## src/rtl/fc_pkg.sv

```systemverilog
// Shared types and defaults for the fully connected weight loader.
// FC_LOADER_CHECKSUM_EN adds the CHECK state to the state enum.
package fc_pkg;

    localparam int FC_FLATTENED_LENGTH = 50;
    localparam int FC_DATA_WIDTH       = 8;

`ifdef FC_LOADER_CHECKSUM_EN
    typedef enum logic [1:0] {
        ST_IDLE,
        ST_LOAD,
        ST_CHECK,
        ST_COMMIT
    } fc_load_state_t;
`else
    typedef enum logic [1:0] {
        ST_IDLE,
        ST_LOAD,
        ST_COMMIT
    } fc_load_state_t;
`endif

endpackage

```

## src/rtl/fc_load_index_counter.sv

```systemverilog
// Staging write index: clear/increment with terminal count at LENGTH-1.
// Wraps to zero after the last slot so it never leaves 0..LENGTH-1.
module fc_load_index_counter #(
    parameter int LENGTH = 50,
    localparam int IW = $clog2(LENGTH)
) (
    input  logic          clk,
    input  logic          rst,
    input  logic          clr_i,
    input  logic          inc_i,
    output logic [IW-1:0] idx_o,
    output logic          tc_o
);

    localparam logic [IW-1:0] LAST = IW'(LENGTH - 1);

    logic [IW-1:0] idx_q;
    logic [IW-1:0] idx_d;

    // Next index: clear wins, otherwise step and wrap after the last slot.
    always_comb begin
        idx_d = idx_q;
        if (clr_i) begin
            idx_d = '0;
        end else if (inc_i) begin
            idx_d = (idx_q == LAST) ? '0 : idx_q + 1'b1;
        end
    end

    // Index register with synchronous reset.
    always_ff @(posedge clk) begin
        if (rst) begin
            idx_q <= '0;
        end else begin
            idx_q <= idx_d;
        end
    end

    assign idx_o = idx_q;
    assign tc_o  = (idx_q == LAST);

endmodule

```

## src/rtl/fc_weight_loader.sv

```systemverilog
// Streams weights into a staging buffer and commits the full set with a
// one-cycle active-low write enable. Option: FC_LOADER_CHECKSUM_EN.
module fc_weight_loader
    import fc_pkg::*;
#(
    parameter int FLATTENED_LENGTH          = FC_FLATTENED_LENGTH,
    parameter int FULLYCONNECTED_DATA_WIDTH = FC_DATA_WIDTH
) (
    input  logic clk,
    input  logic rst,
    input  logic load_start,
    input  logic load_abort,
    input  logic weight_in_valid,
    input  logic [FULLYCONNECTED_DATA_WIDTH-1:0] weight_in,
    output logic weight_in_ready,
    output logic [FULLYCONNECTED_DATA_WIDTH-1:0]
                 fullyconnected_weights_input [FLATTENED_LENGTH],
    output logic fullyconnected_WrEn,
    output logic busy,
    output logic load_done,
    output logic load_error
);

    localparam int W  = FULLYCONNECTED_DATA_WIDTH;
    localparam int IW = $clog2(FLATTENED_LENGTH);

    fc_load_state_t state_q;
    logic           wren_q;
    logic           done_q;
    logic           err_q;
    logic [W-1:0]   staging_q [FLATTENED_LENGTH];

    logic [IW-1:0]  idx;
    logic           idx_tc;
    logic           idx_clr;
    logic           idx_inc;

    assign idx_clr = (state_q == ST_IDLE) && load_start;
    assign idx_inc = (state_q == ST_LOAD) && weight_in_valid && !load_abort;

    fc_load_index_counter #(
        .LENGTH (FLATTENED_LENGTH)
    ) u_idx (
        .clk   (clk),
        .rst   (rst),
        .clr_i (idx_clr),
        .inc_i (idx_inc),
        .idx_o (idx),
        .tc_o  (idx_tc)
    );

`ifdef FC_LOADER_CHECKSUM_EN
    logic [W-1:0] sum_q;

    // Running sum of accepted weights, modulo 2^W.
    always_ff @(posedge clk) begin
        if (rst || idx_clr) begin
            sum_q <= '0;
        end else if (idx_inc) begin
            sum_q <= sum_q + weight_in;
        end
    end

    assign weight_in_ready = (state_q == ST_LOAD) || (state_q == ST_CHECK);
`else
    assign weight_in_ready = (state_q == ST_LOAD);
`endif

    // Control FSM with registered WrEn, done and error strobes.
    always_ff @(posedge clk) begin
        if (rst) begin
            state_q <= ST_IDLE;
            wren_q  <= 1'b1;
            done_q  <= 1'b0;
            err_q   <= 1'b0;
        end else begin
            wren_q <= 1'b1;
            done_q <= 1'b0;
            err_q  <= 1'b0;
            unique case (state_q)
                ST_IDLE: begin
                    if (load_start) begin
                        state_q <= ST_LOAD;
                    end
                end
                ST_LOAD: begin
                    if (load_abort) begin
                        state_q <= ST_IDLE;
                        err_q   <= 1'b1;
                    end else if (weight_in_valid && idx_tc) begin
`ifdef FC_LOADER_CHECKSUM_EN
                        state_q <= ST_CHECK;
`else
                        state_q <= ST_COMMIT;
                        wren_q  <= 1'b0;
`endif
                    end
                end
`ifdef FC_LOADER_CHECKSUM_EN
                ST_CHECK: begin
                    if (load_abort) begin
                        state_q <= ST_IDLE;
                        err_q   <= 1'b1;
                    end else if (weight_in_valid) begin
                        if (weight_in == sum_q) begin
                            state_q <= ST_COMMIT;
                            wren_q  <= 1'b0;
                        end else begin
                            state_q <= ST_IDLE;
                            err_q   <= 1'b1;
                        end
                    end
                end
`endif
                ST_COMMIT: begin
                    state_q <= ST_IDLE;
                    done_q  <= 1'b1;
                end
                default: begin
                    state_q <= ST_IDLE;
                end
            endcase
        end
    end

    // Staging buffer: one slot written per accepted beat.
    always_ff @(posedge clk) begin
        if (rst) begin
            for (int i = 0; i < FLATTENED_LENGTH; i++) begin
                staging_q[i] <= '0;
            end
        end else if (idx_inc) begin
            staging_q[idx] <= weight_in;
        end
    end

    assign fullyconnected_weights_input = staging_q;
    assign fullyconnected_WrEn          = wren_q;
    assign busy                         = (state_q != ST_IDLE);
    assign load_done                    = done_q;
    assign load_error                   = err_q;

endmodule

```

## config.mk

```make
export PLATFORM = sky130hd
export DESIGN_NAME = fc_weight_loader
export DESIGN_NICKNAME = d
export VERILOG_FILES = /design/src/rtl/fc_pkg.sv /design/src/rtl/fc_load_index_counter.sv /design/src/rtl/fc_weight_loader.sv
export SDC_FILE = /design/constraint.sdc
export NUM_CORES = 1
export LEC_CHECK = 0
export CELL_PAD_IN_SITES_DETAIL_PLACEMENT = 0
export CELL_PAD_IN_SITES_GLOBAL_PLACEMENT = 2
export CORE_MARGIN = 2
export CORE_UTILIZATION = 31
export CTS_CLUSTER_SIZE = 8
export DETAILED_ROUTE_END_ITERATION = 6
export GPL_TIMING_DRIVEN = 0
export PLACE_DENSITY = 0.92
export REMOVE_ABC_BUFFERS = 1
export SYNTH_ARGS = -nofsm -noshare
export SYNTH_HDL_FRONTEND = slang
export SYNTH_SLANG_ARGS = --single-unit
```

## constraint.sdc

```tcl
create_clock -name clk -period 1.9 [get_ports clk]
set_clock_uncertainty 0.05 [all_clocks]
set_input_delay 0.285 -clock clk [delete_from_list [all_inputs] [get_ports clk]]
set_output_delay 0.285 -clock clk [all_outputs]
set_load 0.05 [all_outputs]
```

# Word-level counts from Yosys, hierarchy flattened
# Cells that the tools add are included.
[word_totals]
ff_bits = 411
inputBits = 13
out_inout_bits = 405
wordCells = 88
[op_classes]
n_addsub = 1
order_cmp = 2
n_eq_ne = 5
mux = 11
bitwise = 2
reduce_logical = 12
[op_table]
columns = ["op", "n"]
rows = [
  ["bitwise mux 400 bit", 1],
  ["demux 8 bit (select 6 bit)", 1],
  ["2-to-1 mux 8 bit", 1],
  ["greater-or-equal comparator 7 bit (second input constant)", 1],
  ["less-than comparator 7 x 1 -> 1 bit (second input constant)", 1],
  ["NOT 6 -> 7 bit", 1],
  ["adder 6 x 1 -> 6 bit (second input constant)", 1],
  ["== test 6 bit (second input constant)", 1],
  ["2-to-1 mux 2 bit", 3],
  ["2-to-1 mux 6 bit", 1],
  ["logical AND 1 bit", 5],
  ["one-hot mux 2 bit (2 select lines)", 1],
  ["OR reduction 2 bit", 2],
  ["2-to-1 mux 1 bit", 3],
  ["!= test 3 x 2 -> 1 bit (second input constant)", 1],
  ["OR reduction 3 bit", 1],
  ["== test 2 x 1 -> 1 bit (second input constant)", 1],
  ["== test 2 bit (second input constant)", 1],
  ["logical NOT 2 bit", 1],
  ["!= test 2 bit (second input constant)", 1],
  ["AND reduction 2 bit", 1],
  ["nonzero test 2 bit", 1],
  ["logical NOT 1 bit", 1],
  ["NOT 1 bit", 1],
]

# Logic depth before layout (Yosys ltp)
[depth]
ltp_word = 6
ltp_mapped = 6
ltp_nobuf = 5

# Hierarchy
# From an unflattened synthesis, not the netlist that was laid out.
[unflattened]
hier_cells = 1448
area_unflattened_um2 = 16470.8
[modules_own_cells]
columns = ["mod", "n_inst", "cells_each", "area_per_inst_um2", "seq_area_each_um2"]
rows = [
  ["fc_weight_loader", 1, 1408, 16114.2, 8107.8],
  ["fc_load_index_counter", 1, 40, 356.6, 120.1],
]

# Least setup slack after synthesis
# Ideal clock, no wire load.
[synth_path]
kind = "register -> register"
from = "register u_idx.idx_q[0], in the netlist u_idx.idx_o[0]"
to = "register staging_q, in the netlist fullyconnected_weights_input[392]"
setup_ns = 0.132
t_arrival_ns = 1.432
required_time_ns = 1.718
slack_ns = 0.286
stages_incl_launch_ff = 5
n_path_buf = 1
synth_period_minus_slack_ns = 1.614
cell_sequence = "dfxtp_1 buf_6 nor3_4 nand3_2 mux2i_1"
[synth_via]
elab_chain_len = 6
word_cells_on_any_way = 7
cone_classes = "order compare: 2; mux: 3; bitwise: 1; reduce/logical: 1"
[synth_lines]
columns = ["element", "line_no", "text"]
rows = [
  ["from (decl)", "fc_load_index_counter.sv:17", "logic [IW-1:0] idx_q;"],
  ["from (signal assigned)", "fc_load_index_counter.sv:35", "idx_q <= idx_d;"],
  ["NOT 6 -> 7 bit (implied by the code) *", "fc_weight_loader.sv:133", "staging_q[idx] <= weight_in;"],
  ["greater-or-equal comparator 7 bit (implied by the code) or less-than comparator 7 x 1 -> 1 bit (tied branches)", "fc_weight_loader.sv:133", ""],
  ["logical AND 1 bit (implied by the code)", "fc_weight_loader.sv:133", ""],
  ["2-to-1 mux 8 bit (implied by the code)", "fc_weight_loader.sv:133", ""],
  ["demux 8 bit (select 6 bit) *", "fc_weight_loader.sv:133", ""],
  ["bitwise mux 400 bit *", "fc_weight_loader.sv:133", ""],
  ["to (signal, indexed assignment)", "fc_weight_loader.sv:133", ""],
  ["to (decl)", "fc_weight_loader.sv:31", "logic [W-1:0] staging_q [FLATTENED_LENGTH];"],
]
# Every way passes the cells marked *; elsewhere a longest branch is shown, timed or not.
# A chain may end at the register's enable or synchronous reset.

# Worst setup path after layout
[layout_path]
from = "register staging_q, in the netlist fullyconnected_weights_input[68]"
to = "output fullyconnected_weights_input[68] (netlist bit)"
[layout_lines]
columns = ["element", "line_no", "text"]
rows = [
  ["to (decl)", "fc_weight_loader.sv:17", "fullyconnected_weights_input [FLATTENED_LENGTH],"],
]
# No word-level cell between the ends.

==> metrics.md <==
| Metric | Value |
|---|---|
| Status | completed |
| Dominant combinational cell family by area after synthesis | multiplexers |
| Unrepaired setup endpoints after global routing | false |
| Register bit total from synthesis | 411 |
| Largest net degree at the start of global routing | 212 |
| Number of antenna violations at the first check in global routing | 0 |
| Total routing usage reported by global routing | 18.6% |
| Gp weighted congestion | 0.731 |
| Maximum net fanout on the critical path | 2 |
| Floorplan row count | 83 |
| Number of levels in the clock H-tree | 2 |
| Synthesized instance count | 1446 |
| Minimum period implied by the final worst setup slack | 1850 ps |
| Final net count | 1843 |
| Data required time of the worst path | 1560 ps |
| Overall via count from detail_route | 11662 |
| Insertion delay of the later-clocked pin in the worst-skew pair | 580 ps |
| Synthesized-area fraction occupied by and/or/nand/nor cells | 20.9% |
| Commonest non-fill, non-tap cells in the layout | 403 x dfxtp_1, 400 x nand2b_1, 400 x mux2i_1 |
| Clock transition at the registers of the reported paths | 50 ps |
| Maximum vdd ir drop | 0.704 mV |
| Total power draw | 18.1 mW |
| Ant. Diodes | 0 |
| Ports placed on the boundary | 418 |
| Most frequent standard cell in the layout excluding fill and tap cells | dfxtp_1 |
| Leakage power | 12.2 nW |
| Initial detailed-routing violation count | 452 |
| Clock root buffer | clkbuf_16 |
| Setup violations, final | 0 |
| DIE AREA | 54400 µm² |
| Number of flops mapped to enable cells by yosys | 0 |
| Mean cell area of the mapped netlist | 11.3 µm² |
| Total of max-cap violations | 0 |
| Final worst-path setup slack | 51.4 ps |
| Initial core utilization | 31.5% |
| Area fraction of the dominant cell type after synthesis | 50.5% |
| Sequential area share after synthesis | 50.5% |
| Final Hold Fails | 0 |
| Fraction of synthesized area in multiplexers | 24.6% |
| Worst Path Buf+Inv | 1 |
| CTS tree | done |
| Number of nets with antenna violations after routing | 0 |
| Transition time of the tightest slew-check pin | 876 ps |
| Top delay family on crit path | buffers and inverters |
| Area growth syn-to-layout | 36.9% |
| Fraction of layout cells with a size suffix above 1 | 9.25% |
| Crit Path Class | register to output pin |
| Max stage delay on crit path | 600 ps |
| Relative slew margins | 41.6% |
| Start point of the critical path | fullyconnected_weights_input[68] |
| First-pass GRT wire length | 76.7 mm |
| Compound-Gate Fraction of Synth Area | 0.507% |
| Number of buffer cells added on primary ports | 417 |
| Min-delay src | weight_in[4] |
| Final global-route overflow total | 0 |
| Area share of fa/ha/maj cells after synthesis | 0.154% |
| Startpoint of the worst register-to-register path | u_idx.idx_o[0] |
| Final Max Slew Viols | 0 |
| Clock tree buffer depth | 3 |
| Distinct cells, synth | 37 |
| Part of the total power dissipated in combinational logic | 3.6% |
| DP Wirelength | 31.9 mm |
| Cells taking the most area after synthesis | dfxtp_1 51%, mux2i_1 25%, nand2b_1 16%, nand3_2 2.5%, clkbuf_1 2.1% |
| Crit-path slowest cell | dlygate4sd2_1 |
| Chain of cells forming the critical path | dlygate4sd2_1 |
| Cell internal pwr | 14.2 mW |
| Sinks on the clock net | 411 |
| Total power divided by cell area | 814 nW/µm² |
| Post-placement setup slack | -979 ps |
| Floorplan die height | 233 µm |
| Flop pwr share | 47.7% |
| Cell taking the most area after synthesis | dfxtp_1 |
| Drt drc | 0 |
| Nature of the critical path startpoint | register |
| Min-delay worst type | input port to register |
| Ratio of routed vias to standard cells | 4.65 |
| Dominant synthesized flop cell | dfxtp_1 |
| Share of the clock period used by the worst path | 97.3% |
| Detailed Route WL | 51.4 mm |
| Via count of the first global-routing pass | 12246 |
| Switching share of power | 21.6% |
| Share of synthesized flip-flops with an asynchronous set or reset | 0% |
| Crit path DAT | 1510 ps |
| TritonCTS buffer count | 57 |
| Summed instance area of the synthesized netlist | 16300 µm² |
| Power share of the clock group | 48.6% |
| Core area | 51600 µm² |
| Post-DR wirelength/cell | 20.5 µm |
| Number of synthesis warnings | 0 |
| Die Width | 233 µm |
| Total iterations of the first detailed-routing run | 4 |
| Type of element capturing the critical path | output pin |
| Xor/xnor cell area share of the yosys netlist | 0.0538% |
| Highest clock rate | 541 MHz |
| Net switching component of the power | 3.91 mW |
[through the flow]
stage | std cells | setup TNS, ps | util [%] | hold WS [ps] | area [µm²]
3_3_place_gp | 2423 | -3943150 | 40.3 | 411 | 20800
3_5_place_dp | 2432 | -270380 | 40.8 | 416 | 21000
4_1_cts | 2504 | 0 | 43.0 | 321 | 22200
5_1_grt | 2508 | 0 | 43.2 | 345 | 22300
6_report | 2508 | 0 | 43.2 | 362 | 22300
2_1_floorplan | 1326 | -252520 | - | 311 | 15800
[layout make-up]
class                           instances  area [µm²]
Tap cell                              680         851
Fill cell                            4978       29300
Inverter                                2        7.51
Timing Repair Buffer                  442        4040
Clock inverter                          1        30.0
Multi-Input combinational cell        914        7690
Sequential cell                       411        8240
Clock buffer                           58        1430
[power by group through the flow]
stage                     Sequential, mW  Clock (mW)  Combinational, mW
final                               8.66        8.82              0.655
after global routing                8.64        9.44              0.692
after CTS                           8.65        9.10              0.670
after detailed placement            8.82           0              0.661
after global placement              8.82           0              0.721
after floorplan                     8.84           0              0.286
[layer usage]
layer	share of wire (%)	track usage, %	up-vias
met5	0	0	-
met4	3.1	6.05	0
met3	7.1	5.98	92
met2	47	31.1	321
met1	43	22.4	5711
li1	-	-	5538
[timing repair]
| action | 4_1_cts | 5_1_grt |
|---|---|---|
| endpoints found under the hold margin | 1 | 0 |
| buffers inserted | 11 | 4 |
| endpoints found under the setup margin | 811 | 78 |
| gates cloned | 1 | 0 |
| pin swaps | 3 | 1 |
| hold buffers | 1 | 0 |
| resized for setup | 437 | 13 |
[logic make-up (layout without fill, tap and decap cells)]
group,count (synthesis),count (layout)
AND/OR/NAND/NOR,497,498
XOR/XNOR,1,1
buffers and inverters,122,503
adder cells (fa/ha/maj),2,2
flip-flops,411,411
AO/OA/AOI/OAI,13,13
multiplexers,400,400
[sequential cells by signal, indices dropped and copies added (netlist names)]
signal / count
fullyconnected_WrEn: 1
fullyconnected_weights_input: 400
load_done: 1
load_error: 1
state_q: 2
u_idx.idx_o: 6
[synthesized netlist by cell type (5+ instances only)]
library cell / count
clkbuf_1: 90
a21oi_1: 5
buf_1: 8
nand3_4: 8
nor2_1: 5
nand3_2: 41
mux2i_1: 400
and3b_1: 7
nand2b_1: 408
dfxtp_1: 411
buf_6: 5
buf_2: 12
nor3b_1: 6
[worst paths after layout]
check | slack (ps) | cells past startpoint | end
worst min-delay path | 360 | 3 | fullyconnected_weights_input[380]
worst max-delay path | 50 | 1 | fullyconnected_weights_input[68]
worst max register to register | 100 | 3 | fullyconnected_weights_input[55]
worst min register to register | 420 | 2 | fullyconnected_weights_input[356]
(Power assumes the default switching activity.)
